### src/rtl/seq_detect_prog.sv
// seq_detect_prog: runtime-programmable serial pattern detector (1..MAX_LEN bits, overlap/non-overlap).
// Define SEQ_DET_CNT_EN to build the saturating match counter; otherwise match_cnt is tied to 0.
module seq_detect_prog #(
   parameter int MAX_LEN = 8,
   parameter int CNT_W   = 8,
   parameter int LEN_W   = $clog2(MAX_LEN + 1)
) (
   input  logic               clk,
   input  logic               rst,
   input  logic               cfg_we,
   input  logic [MAX_LEN-1:0] cfg_pat,
   input  logic [LEN_W-1:0]   cfg_len,
   input  logic               cfg_ovl,
   input  logic               sin_vld,
   input  logic               sin,
   output logic               match,
   output logic [CNT_W-1:0]   match_cnt,
   output logic               cfg_err
);
   logic [MAX_LEN-1:0] hist, hist_n, pat, mask;
   logic [LEN_W-1:0]   fill, fill_inc, len;
   logic               ovl, hit, cfg_ok;
   always_comb begin
      hist_n   = {hist[MAX_LEN-2:0], sin};
      for (int i = 0; i < MAX_LEN; i++) mask[i] = LEN_W'(i) < len;
      fill_inc = (fill >= len) ? len : fill + LEN_W'(1);
      // fill >= len-1 avoids overflow of fill+1 when MAX_LEN is 2^n-1
      hit      = sin_vld && !cfg_we && (fill >= len - LEN_W'(1)) && ((hist_n & mask) == (pat & mask));
      cfg_ok   = (cfg_len != '0) && (cfg_len <= LEN_W'(MAX_LEN));
   end
   always_ff @(posedge clk or posedge rst) begin
      if (rst) begin
         hist    <= '0;
         fill    <= '0;
         pat     <= MAX_LEN'(4'b0110);
         len     <= LEN_W'(4);
         ovl     <= 1'b1;
         match   <= 1'b0;
         cfg_err <= 1'b0;
      end else begin
         match   <= hit;
         cfg_err <= cfg_we && !cfg_ok;
         if (cfg_we) begin
            if (cfg_ok) begin
               pat  <= cfg_pat;
               len  <= cfg_len;
               ovl  <= cfg_ovl;
               fill <= '0;
            end
         end else if (sin_vld) begin
            hist <= hist_n;
            fill <= (hit && !ovl) ? '0 : fill_inc;
         end
      end
   end
`ifdef SEQ_DET_CNT_EN
   logic [CNT_W-1:0] cnt;
   always_ff @(posedge clk or posedge rst) begin
      if (rst) cnt <= '0;
      else if (cfg_we && cfg_ok) cnt <= '0;
      else if (hit && cnt != '1) cnt <= cnt + CNT_W'(1);
   end
   assign match_cnt = cnt;
`else
   assign match_cnt = '0;
`endif
endmodule

### config.mk
export PLATFORM = sky130hd
export DESIGN_NAME = seq_detect_prog
export DESIGN_NICKNAME = d
export VERILOG_FILES = /design/src/rtl/seq_detect_prog.sv
export SDC_FILE = /design/constraint.sdc
export NUM_CORES = 1
export LEC_CHECK = 0
export BUFFER_PORTS_ARGS = -buffer_cell sky130_fd_sc_hd__buf_2
export CORE_MARGIN = 8
export CORE_UTILIZATION = 40
export CTS_BUF_LIST = sky130_fd_sc_hd__clkbuf_8
export CTS_CLUSTER_SIZE = 25
export DETAILED_ROUTE_END_ITERATION = 10
export MAX_ROUTING_LAYER = met4
export PLACE_DENSITY = 0.65
export SETUP_SLACK_MARGIN = 0.5
export SLEW_MARGIN = 20
export SYNTH_ARGS = -nofsm -noshare
export SYNTH_HDL_FRONTEND = slang
export SYNTH_SLANG_ARGS = --single-unit
### constraint.sdc
create_clock -name clk -period 4.3 [get_ports clk]
set_input_delay 0.86 -clock clk [delete_from_list [all_inputs] [get_ports clk]]
set_output_delay 0.86 -clock clk [all_outputs]
set_load 0.05 [all_outputs]
==> impl_metrics.yaml, run 1 <==
outcome:
  run_status: "finished, final reports clean"
sta:
  timing_hold_violations_final: 0
  max-slew-margin-rel: 0.615
  fin_worst_hold_slack_ps: 533
  rsz0062_at_grt: "no"
  worst-slew-pin-transition_ps: 576
  layout_min_cycle_time_ps: 2470
  maxSlewViolCount: 0
  ratio_of_final_minimum_period_to_clock_period: 0.574
  fin_ws_ps: 1830
  achievable-frequency_ghz: 0.405
  finClkSkew_ps: 14.5
  setup_tns_ps: 0
  final-setup-viol-count: 0
clock_tree:
  cts_num_sinks: 26
  cts.path.max_buffers: 2
  cts-resized-gates: 0
  clock_tree_from_tritoncts: "built"
  setup_bufs_post_cts: 0
  post_cts_hold_buffer_count: 0
  numCtsBuffers: 3
  htree_num_levels: 1
  cts.root.buffer_cell: "sky130_fd_sc_hd__clkbuf_8"
  latest_clock_arrival_within_the_worst_skew_pair_ps: 280
  clock_transition_at_the_register_clock_pins_on_the_worst_setup_and_hold_paths_after_cts_ps: 100
routing:
  post_drt_wl_per_cell_um: 14.4
  initialDrtViolationCount: 23
  detail_route.wirelength_mm: 2.90
  remaining_drc_errors: 0
  route.vias.total: 1030
  route.antenna.remaining_nets: 0
  drt-pass1-iter-count: 4
  post_drt_via_cell_ratio: 5.10
setup_path:
  critical_path_slowest_stage_cell: "sky130_fd_sc_hd__dfrtp_1"
  path_class: "register to register"
  critical_path_start_type: "register"
  crit_chain: "inv_1, ha_1, xnor2_1, ha_1, o211ai_1, o21ai_0, o221ai_1, o31ai_4, o31ai_1, o2bb2ai_1"
  cp_common_cell: "sky130_fd_sc_hd__ha_1"
  critPathArrivalTime_ps: 2640
  critical_path_peak_fanout: 7
  worst_path_largest_cell_delay_ps: 480
  worst-endpoint-required_ps: 4470
  worstSetupEndpointType: "register"
floorplanning:
  core_area_mm2: 0.00369
  die-area_mm2: 0.00614
  horizontal_die_dimension_um: 78.3
  floorplan.initialDensity: 0.421
  num_io_pins: 28
  fp.dieH_um: 78.3
  std_cell_rows: 22
place:
  hpwl_after_detailed_placement_mm: 2.26
  placement.setup.worst_slack_ps: 1790
  place.gp.congestion: 0.847
  port_buffers: 19
final_layout:
  area_growth_pct: 9.74
  net_count_final: 185
  num_antenna_cells: 0
  final_layout_size_suffix_gt1_frac: 0.344
synthesis:
  compound_gate_portion_of_the_synthesized_area: 0.133
  synthesis.area_per_instance_um2: 11.4
  muxShareOfSynthArea: 0.144
  post-synth-top-area-cell: "sky130_fd_sc_hd__dfrtp_1"
  yosysMostFrequentCell: "sky130_fd_sc_hd__dfrtp_1"
  ys_dominant_reg_cell: "sky130_fd_sc_hd__dfrtp_1"
  async_reset_ff_frac: 1.00
  netlist_instances: 136
  synth_sequential_area_ratio: 0.422
  synth_enable_flop_cells: 0
  dominant_combinational_cell_family_by_area_after_synthesis: "multiplexers"
  synthSimpleGateAreaFrac: 0.0684
  synthesis.yosys.warnings: 0
  yosys_register_bits: 26
  yosys.area.top_type_share: 0.354
  post_synth_fa_ha_maj_area_fraction: 0.0966
  synthTopCellsByArea: "sky130_fd_sc_hd__dfrtp_1 (35%), sky130_fd_sc_hd__mux2_2 (14%), sky130_fd_sc_hd__ha_1 (9.7%)"
  synth.distinct_cells: 37
  synth_xor_area_frac: 0.0620
  netlist_area_mm2: 0.00155
  netlist_top_cells_count: "sky130_fd_sc_hd__dfrtp_1 (22), sky130_fd_sc_hd__mux2_2 (19), sky130_fd_sc_hd__ha_1 (12)"
global_route:
  grt.met2_usage: 0.167
  grt_pass1_wl_mm: 5.17
  groute.usage.overall: 0.104
  grt_util_met3: 0.0364
  grt-busiest-layer: "met2"
  pin_count_of_the_biggest_net_entering_global_routing: 27
  antenna_found_initial: 0
  grt_remaining_overflow: 0
  first_global_vias: 1136
  met1_usage: 0.119
run:
  max_cap_viol_count: 0
pwr:
  pwr_per_cell_area_mw_per_mm2: 507
  power.leakage_nw: 0.772
  total_power_mw: 0.865
  worst_ir_drop_vdd_mv: 0.269
hold_path:
  worstHoldPathType: "register to register"
metal layers:
layer | vias to the layer above | routed length (um)
met5 | - | 0
met4 | 0 | 14
met3 | 2 | 220
met2 | 36 | 1330
met1 | 493 | 1340
li1 | 499 | -
stage by stage:
step	std cells	util	area, um2
after CTS	202	0.462	1710
after global placement	198	0.447	1650
after floorplan	143	-	1580
after global routing	202	0.462	1710
after detailed placement	198	0.447	1650
final	202	0.462	1710
power by group:
group,total [mW],internal (mW),switching (mW)
combinational,0.330,0.159,0.171
sequential,0.373,0.310,0.0628
clock,0.162,0.0820,0.0803
flip-flops by register name, indices dropped and copies added (netlist names):
name and flops:
match 1, hist 7, ovl 1, fill 4
len 4, cfg_err 1, pat 8
placed cells by master, fill, tap and decap left out, types with 2 or more instances in the layout:
master / count
sky130_fd_sc_hd__inv_1: 6
sky130_fd_sc_hd__o21ai_0: 3
sky130_fd_sc_hd__buf_2: 19
sky130_fd_sc_hd__nor2_1: 6
sky130_fd_sc_hd__dfrtp_1: 22
sky130_fd_sc_hd__conb_1: 8
sky130_fd_sc_hd__o31ai_1: 2
sky130_fd_sc_hd__o22ai_1: 2
sky130_fd_sc_hd__a21oi_2: 2
sky130_fd_sc_hd__nor3_1: 3
sky130_fd_sc_hd__dfstp_2: 4
sky130_fd_sc_hd__o2bb2ai_1: 2
sky130_fd_sc_hd__nor3b_1: 3
sky130_fd_sc_hd__clkbuf_8: 4
sky130_fd_sc_hd__a21oi_1: 8
sky130_fd_sc_hd__nand2_1: 2
sky130_fd_sc_hd__mux2_2: 19
sky130_fd_sc_hd__xnor2_1: 9
sky130_fd_sc_hd__xor2_1: 2
sky130_fd_sc_hd__ha_1: 12
critical path: cells and delay by family, from the launching register on:
kind | cells | cell delay (ps)
AOI/OAI and AO/OA | 6 | 1070
xor gates and xnor gates | 1 | 150
adders and majority gates | 2 | 540
buffers and inverters | 1 | 110
DFF | 1 | 480
cells by family after synthesis:
| kind of cell | count (synthesis) |
|---|---|
| AND/OR/NAND/NOR | 20 |
| adder cells (fa/ha/maj) | 12 |
| flip-flops | 26 |
| other | 1 |
| XOR/XNOR | 11 |
| AO/OA/AOI/OAI | 27 |
| buffers and inverters | 19 |
| multiplexers | 20 |
final cells by class:
class	instances	area, um2
flip-flops and latches	26	656
well taps	48	60.1
inverters	7	26.3
multi-input cells	98	813
fillers	348	1980
repair buffers	19	95.1
clock buffers	4	55.1
worst paths after layout:
path / start / end / slack [ps] / depth (start not counted)
max in group asynchronous: rst / pat[1] / 3300 / 2
worst max-delay path: len[0] / fill[3] / 1830 / 10
worst max register to register: len[0] / fill[3] / 1830 / 10
min in group asynchronous: rst / pat[6] / 620 / 2
worst min register to register: hist[6] / hist[6] / 530 / 1
worst min-delay path: hist[6] / hist[6] / 530 / 1
Power figures use the tool's default switching activity.
==> inputs of run 2 (changes only) <==
--- a/config.mk
+++ b/config.mk
@@ -5,6 +5,7 @@
 export SDC_FILE = /design/constraint.sdc
 export NUM_CORES = 1
 export LEC_CHECK = 0
+export ABC_AREA = 1
 export BUFFER_PORTS_ARGS = -buffer_cell sky130_fd_sc_hd__buf_2
 export CORE_MARGIN = 8
 export CORE_UTILIZATION = 40
@@ -12,7 +13,7 @@
 export CTS_CLUSTER_SIZE = 25
 export DETAILED_ROUTE_END_ITERATION = 10
 export MAX_ROUTING_LAYER = met4
-export PLACE_DENSITY = 0.65
+export PLACE_DENSITY = 0.67
 export SETUP_SLACK_MARGIN = 0.5
 export SLEW_MARGIN = 20
 export SYNTH_ARGS = -nofsm -noshare
==> constraint.sdc (replaced) <==
create_clock -name clk -period 2.21 [get_ports clk]
set_input_delay 0.442 -clock clk [delete_from_list [all_inputs] [get_ports clk]]
set_output_delay 0.442 -clock clk [all_outputs]
set_load 0.05 [all_outputs]
==> run 2 against run 1 <==
Compared with the run above:
- utilization increased by 1.1 points
- sequential cell count unchanged
- power increased by 110%
- largest power group is now combinational cells
==> impl_metrics.yaml, run 2 <==
outcome:
  run_status: "finished, final reports clean"
final_layout:
  layout.area.seq_um2: 659
  net_count_final: 283
  final_layout_size_suffix_gt1_frac: 0.298
  registers.top_by_ff_count: "pat"
  finish.cell_count_without_fillers: 304
  largest_reg_flops: 8
  highest_count_cells_in_the_layout_ignoring_fill_and_taps: "sky130_fd_sc_hd__nand2_1 (67), sky130_fd_sc_hd__inv_1 (31), sky130_fd_sc_hd__dfrtp_1 (19), sky130_fd_sc_hd__buf_2 (19)"
  multiInputGateArea_um2: 936
  num_antenna_cells: 0
  area_growth_pct: 16.2
  fin_area_mm2: 0.00203
  reg.largest.list: "pat: 8 flops, hist: 7 flops"
  nFillCells: 440
  layout.cells.most_common: "sky130_fd_sc_hd__nand2_1"
setup_path:
  worst-endpoint-required_ps: 2430
  worst_r2r_startpoint: "len[0]"
  worstSetupEndpointType: "register"
  critPathArrivalTime_ps: 2060
  critical_path_start_type: "register"
  worstReg2RegEnd: "fill[2]"
  critical_path_peak_fanout: 8
  r2r.worst_path.cells: 10
  worst-r2r-setup-slack_ps: 370
  path_class: "register to register"
routing:
  post_drt_wl_per_cell_um: 11.6
  drt-pass1-iter-count: 4
  detail_route.wirelength_mm: 3.53
  route.antenna.remaining_nets: 0
  remaining_drc_errors: 0
  route.vias.total: 1384
  post_drt_via_cell_ratio: 4.55
  initialDrtViolationCount: 43
clock_tree:
  numCtsBuffers: 3
  htree_num_levels: 1
  cts_num_sinks: 26
  post_cts_hold_buffer_count: 0
  cts.path.max_buffers: 2
  clock_transition_at_the_register_clock_pins_on_the_worst_setup_and_hold_paths_after_cts_ps: 90
  latest_clock_arrival_within_the_worst_skew_pair_ps: 270
  clock_tree_from_tritoncts: "built"
  cts.root.buffer_cell: "sky130_fd_sc_hd__clkbuf_8"
synthesis:
  synthTopCellsByArea: "sky130_fd_sc_hd__dfrtp_1 (31%), sky130_fd_sc_hd__nand2_1 (15%), sky130_fd_sc_hd__ha_1 (8.6%)"
  async_reset_ff_frac: 1.00
  synthesis.yosys.warnings: 0
  synth.distinct_cells: 27
  dominant_combinational_cell_family_by_area_after_synthesis: "simple AND/OR/NAND/NOR gates"
  post_synth_fa_ha_maj_area_fraction: 0.0858
  muxShareOfSynthArea: 0
  yosys.area.top_type_share: 0.315
  synth_xor_area_frac: 0.0200
  synth_sequential_area_ratio: 0.375
  netlist_top_cells_count: "sky130_fd_sc_hd__nand2_1 (69), sky130_fd_sc_hd__inv_1 (34), sky130_fd_sc_hd__dfrtp_1 (22)"
  netlist_instances: 226
  ys_dominant_reg_cell: "sky130_fd_sc_hd__dfrtp_1"
  synthSimpleGateAreaFrac: 0.264
  synth_enable_flop_cells: 0
  yosys_register_bits: 26
  post-synth-top-area-cell: "sky130_fd_sc_hd__dfrtp_1"
  compound_gate_portion_of_the_synthesized_area: 0.115
  yosysMostFrequentCell: "sky130_fd_sc_hd__nand2_1"
  synthesis.area_per_instance_um2: 7.75
  netlist_area_mm2: 0.00175
sta:
  rsz0062_at_grt: "yes"
  final-setup-viol-count: 0
  ratio_of_final_minimum_period_to_clock_period: 0.831
  achievable-frequency_ghz: 0.544
  finClkSkew_ps: 1.15
  fin_worst_hold_slack_ps: 205
  layout_min_cycle_time_ps: 1840
  setup_tns_ps: 0
  timing_hold_violations_final: 0
  maxSlewViolCount: 0
pwr:
  pwr_per_cell_area_mw_per_mm2: 903
  power.leakage_nw: 1.10
  worst_ir_drop_vdd_mv: 0.308
floorplanning:
  core_area_mm2: 0.00429
  fp.dieH_um: 82.2
  horizontal_die_dimension_um: 82.2
  die-area_mm2: 0.00675
  num_io_pins: 28
  std_cell_rows: 24
  floorplan.initialDensity: 0.408
global_route:
  first_global_vias: 1494
  grt_pass1_wl_mm: 6.49
  groute.usage.overall: 0.123
  grt_remaining_overflow: 0
  antenna_found_initial: 0
  pin_count_of_the_biggest_net_entering_global_routing: 28
place:
  place_area_mm2: 0.00186
  port_buffers: 19
  place.detailed.instances: 293
  hpwl_after_detailed_placement_mm: 2.62
  place.gp.congestion: 0.828
run:
  max_cap_viol_count: 0
hold_path:
  worstHoldPathType: "primary input to asynchronous set/reset pin"
[run 2: report_power, final]
| part | total [mW] | internal [mW] | switching (mW) | leakage [nW] |
|---|---|---|---|---|
| Sequential | 0.664 | 0.572 | 0.0918 | 0.313 |
| Clock | 0.399 | 0.242 | 0.156 | 0.0357 |
| Combinational | 0.774 | 0.298 | 0.476 | 0.748 |
| Total | 1.84 | 1.11 | 0.724 | 1.10 |
[run 2: worst max-delay path by stage]
| stage | to | from | cells after the start | slack (ps) |
|---|---|---|---|---|
| after floorplan | fill[0] | len[2] | 13 | 500 |
| after global placement | fill[0] | len[0] | 13 | 320 |
| after CTS | fill[0] | len[0] | 13 | 400 |
| after global routing | fill[2] | len[3] | 7 | 240 |
| final | fill[2] | len[0] | 10 | 370 |
| after detailed placement | fill[0] | len[0] | 13 | 260 |
[run 2: layout make-up]
type	instances	share of cell area
Tap cell	52	0.0320
Multi-Input combinational cell	157	0.460
Sequential cell	26	0.324
Clock buffer	3	0.0203
Clock inverter	1	0.0148
Inverter	38	0.0726
Timing Repair Buffer	27	0.0763
[run 2: logic make-up after synthesis]
| kind of cell | count (synthesis) |
|---|---|
| compound gates | 29 |
| xor+xnor | 4 |
| fa+ha+maj | 12 |
| buf+inv | 50 |
| flops | 26 |
| other cells | 1 |
| simple gates | 104 |
[run 2: repair_timing]
action                     in CTS  in global routing
setup endpoints to repair       4                  5
resized for setup               8                  7
setup buffers                   6                  1
pin swaps                       2                  4
[run 2: critical path: stages, from the launching register on]
cell                      delay (ps)
sky130_fd_sc_hd__dfrtp_2         400
sky130_fd_sc_hd__inv_4            50
sky130_fd_sc_hd__buf_4           120
sky130_fd_sc_hd__buf_4           120
sky130_fd_sc_hd__ha_1            290
sky130_fd_sc_hd__nor2_1           60
sky130_fd_sc_hd__nand3_1          60
sky130_fd_sc_hd__nand3_1         200
sky130_fd_sc_hd__o21ai_0         310
sky130_fd_sc_hd__nand3_2         110
sky130_fd_sc_hd__nand2_1          70
[run 2: per-stage QoR]
| step | total power [mW] | utilization | worst slack [ps] |
|---|---|---|---|
| after floorplan | 1.22 | - | 496 |
| after detailed placement | 1.36 | 0.434 | 260 |
| after global placement | 1.33 | 0.434 | 324 |
| final | 1.84 | 0.474 | 373 |
| after global routing | 2.00 | 0.474 | 236 |
| after CTS | 1.81 | 0.466 | 396 |
[run 2: per-layer routing]
metal  up-vias  part of all wire  global-route usage
met5         -                 0                   -
met4         0            0.0028              0.0158
met3         3             0.057              0.0281
met2        38              0.47               0.208
met1       609              0.47               0.149
li1        734                 -                   -
==> inputs of run 3 (changes only) <==
==> constraint.sdc (replaced) <==
create_clock -name clk -period 1.6 [get_ports clk]
set_input_delay 0.32 -clock clk [delete_from_list [all_inputs] [get_ports clk]]
set_output_delay 0.32 -clock clk [all_outputs]
set_load 0.05 [all_outputs]
==> run 3 against run 2 <==
Compared with the run above:
- the run now ends with setup timing left
- clock power rose by 35%
- critical path depth rose by 1
- cell area grew 12%
- via count up 4.4%
- largest power group unchanged
==> impl_metrics.yaml, run 3 (synthesis results as in run 2) <==
setup_path:
  crit_cells: 11
  critPathTopFamily: "flip-flops"
  worst_path_largest_cell_delay_ps: 570
  path_class: "register to register"
  critical_path_slowest_stage_cell: "sky130_fd_sc_hd__dfstp_2"
  crit_chain: "inv_2, nand3_2, xor2_1, ha_1, a21oi_1, nand3_2, nand2_2, inv_2, nand4_4, nand3_1, nand2_1"
  r2r.worst_path.cells: 11
  worst-endpoint-required_ps: 1810
  critical_path_peak_fanout: 4
  critical_path_start_type: "register"
  critPathArrivalTime_ps: 1980
  worst_r2r_startpoint: "len[2]"
  worstSetupEndpointType: "register"
  worst-r2r-setup-slack_ps: -170
  worstReg2RegEnd: "fill[3]"
  cp.buffers_inverters: 2
sta:
  final-setup-viol-count: 5
  fin_ws_ps: -175
  maxSlewViolCount: 0
  layout_min_cycle_time_ps: 1770
  rsz0062_at_grt: "yes"
  timing_hold_violations_final: 0
  finClkSkew_ps: 6.44
  ratio_of_final_minimum_period_to_clock_period: 1.11
  achievable-frequency_ghz: 0.563
  setup_tns_ps: -855
  fin_worst_hold_slack_ps: 87.0
clock_tree:
  cts.path.max_buffers: 2
  post_cts_hold_buffer_count: 0
  latest_clock_arrival_within_the_worst_skew_pair_ps: 270
  cts_num_sinks: 26
  cts.root.buffer_cell: "sky130_fd_sc_hd__clkbuf_8"
  clock_transition_at_the_register_clock_pins_on_the_worst_setup_and_hold_paths_after_cts_ps: 90
  htree_num_levels: 1
  numCtsBuffers: 3
  clock_tree_from_tritoncts: "built"
routing:
  route.vias.total: 1445
  remaining_drc_errors: 0
  initialDrtViolationCount: 51
  drt-pass1-iter-count: 4
  detail_route.wirelength_mm: 3.67
  post_drt_wl_per_cell_um: 11.4
  route.antenna.remaining_nets: 0
  post_drt_via_cell_ratio: 4.49
place:
  hpwl_after_detailed_placement_mm: 2.74
  place.gp.congestion: 0.867
  place_area_mm2: 0.00203
  port_buffers: 19
  placement.setup.worst_slack_ps: -193
global_route:
  grt_remaining_overflow: 0
  grt_pass1_wl_mm: 6.47
  groute.usage.overall: 0.125
  pin_count_of_the_biggest_net_entering_global_routing: 27
  antenna_found_initial: 0
  first_global_vias: 1471
final_layout:
  num_antenna_cells: 0
  layout.cells.most_common: "sky130_fd_sc_hd__nand2_1"
  highest_count_cells_in_the_layout_ignoring_fill_and_taps: "sky130_fd_sc_hd__nand2_1 (65), sky130_fd_sc_hd__inv_1 (31), sky130_fd_sc_hd__dfrtp_1 (22)"
  final_layout_size_suffix_gt1_frac: 0.352
  reg.largest.list: "pat: 8 flops, hist: 7 flops"
  registers.top_by_ff_count: "pat"
  largest_reg_flops: 8
  fin_util: 0.531
  net_count_final: 301
  fin_area_mm2: 0.00228
  area_growth_pct: 30.2
outcome:
  run_status: "finished, violations left"
  failing_checks: "setup timing"
run:
  max_cap_viol_count: 0
pwr:
  worst_ir_drop_vdd_mv: 0.722
  pwr_per_cell_area_mw_per_mm2: 1170
  power.leakage_nw: 1.21
floorplanning:
  std_cell_rows: 24
  die-area_mm2: 0.00675
  core_area_mm2: 0.00429
  floorplan.initialDensity: 0.408
  horizontal_die_dimension_um: 82.2
  num_io_pins: 28
  fp.dieH_um: 82.2
hold_path:
  worstHoldPathType: "primary input to asynchronous set/reset pin"
## run 3: cell count changes in the layout (fill, tap and decap cells not counted), moves of 3 or more
cell,previous run,this run
sky130_fd_sc_hd__buf_2,19,15
sky130_fd_sc_hd__buf_4,8,21
sky130_fd_sc_hd__buf_6,0,6
sky130_fd_sc_hd__dfrtp_1,19,22
sky130_fd_sc_hd__dfrtp_2,3,0
sky130_fd_sc_hd__nor2_1,11,7
sky130_fd_sc_hd__nor2_2,5,2
sky130_fd_sc_hd__nor2_4,2,9
## run 3: metal layers
| metal | up-vias | share of wire | global-route usage |
|---|---|---|---|
| met5 | - | 0 | - |
| met3 | 2 | 0.038 | 0.0281 |
| met2 | 20 | 0.49 | 0.210 |
| met1 | 656 | 0.47 | 0.154 |
| li1 | 767 | - | - |
| met4 | 0 | 0.0046 | 0.0158 |
## run 3: tightest hold or removal path, cell delays in order
cell	delay [ps]
sky130_fd_sc_hd__buf_2	90
sky130_fd_sc_hd__inv_1	40
sky130_fd_sc_hd__buf_4	310
## run 3: worst max path at each step
stage                     endpoint  startpoint
after floorplan            fill[0]      len[2]
after global placement     fill[0]      len[2]
after detailed placement   fill[0]      len[2]
after CTS                  fill[0]      len[0]
after global routing       fill[2]      len[0]
final                      fill[3]      len[2]
## run 3: layout make-up
| class | count | area [um2] |
|---|---|---|
| clock buffers | 3 | 41.3 |
| inverters | 38 | 143 |
| clock inverters | 1 | 30.0 |
| multi-input cells | 157 | 981 |
| fillers | 397 | 2020 |
| flip-flops and latches | 26 | 656 |
| well taps | 52 | 65.1 |
| repair buffers | 45 | 363 |
## run 3: where the power goes
part           internal [mW]  switching (mW)  total [mW]
Sequential             0.788           0.101       0.890
Clock                  0.335           0.204       0.538
Combinational          0.526           0.705        1.23
Total                   1.65            1.01        2.66
## run 3: timing repair
item / CTS / global route
pin swaps: 6 / 6
setup buffers: 6 / 0
setup endpoints to repair: 11 / 19
gates resized for setup: 11 / 22
gates cloned: 1 / 0
## run 3: through the flow
stage / power [mW] / instances
2_1_floorplan: 1.69 / 233
5_1_grt: 2.88 / 322
6_report: 2.66 / 322
3_3_place_gp: 1.96 / 311
3_5_place_dp: 1.99 / 311
4_1_cts: 2.59 / 322
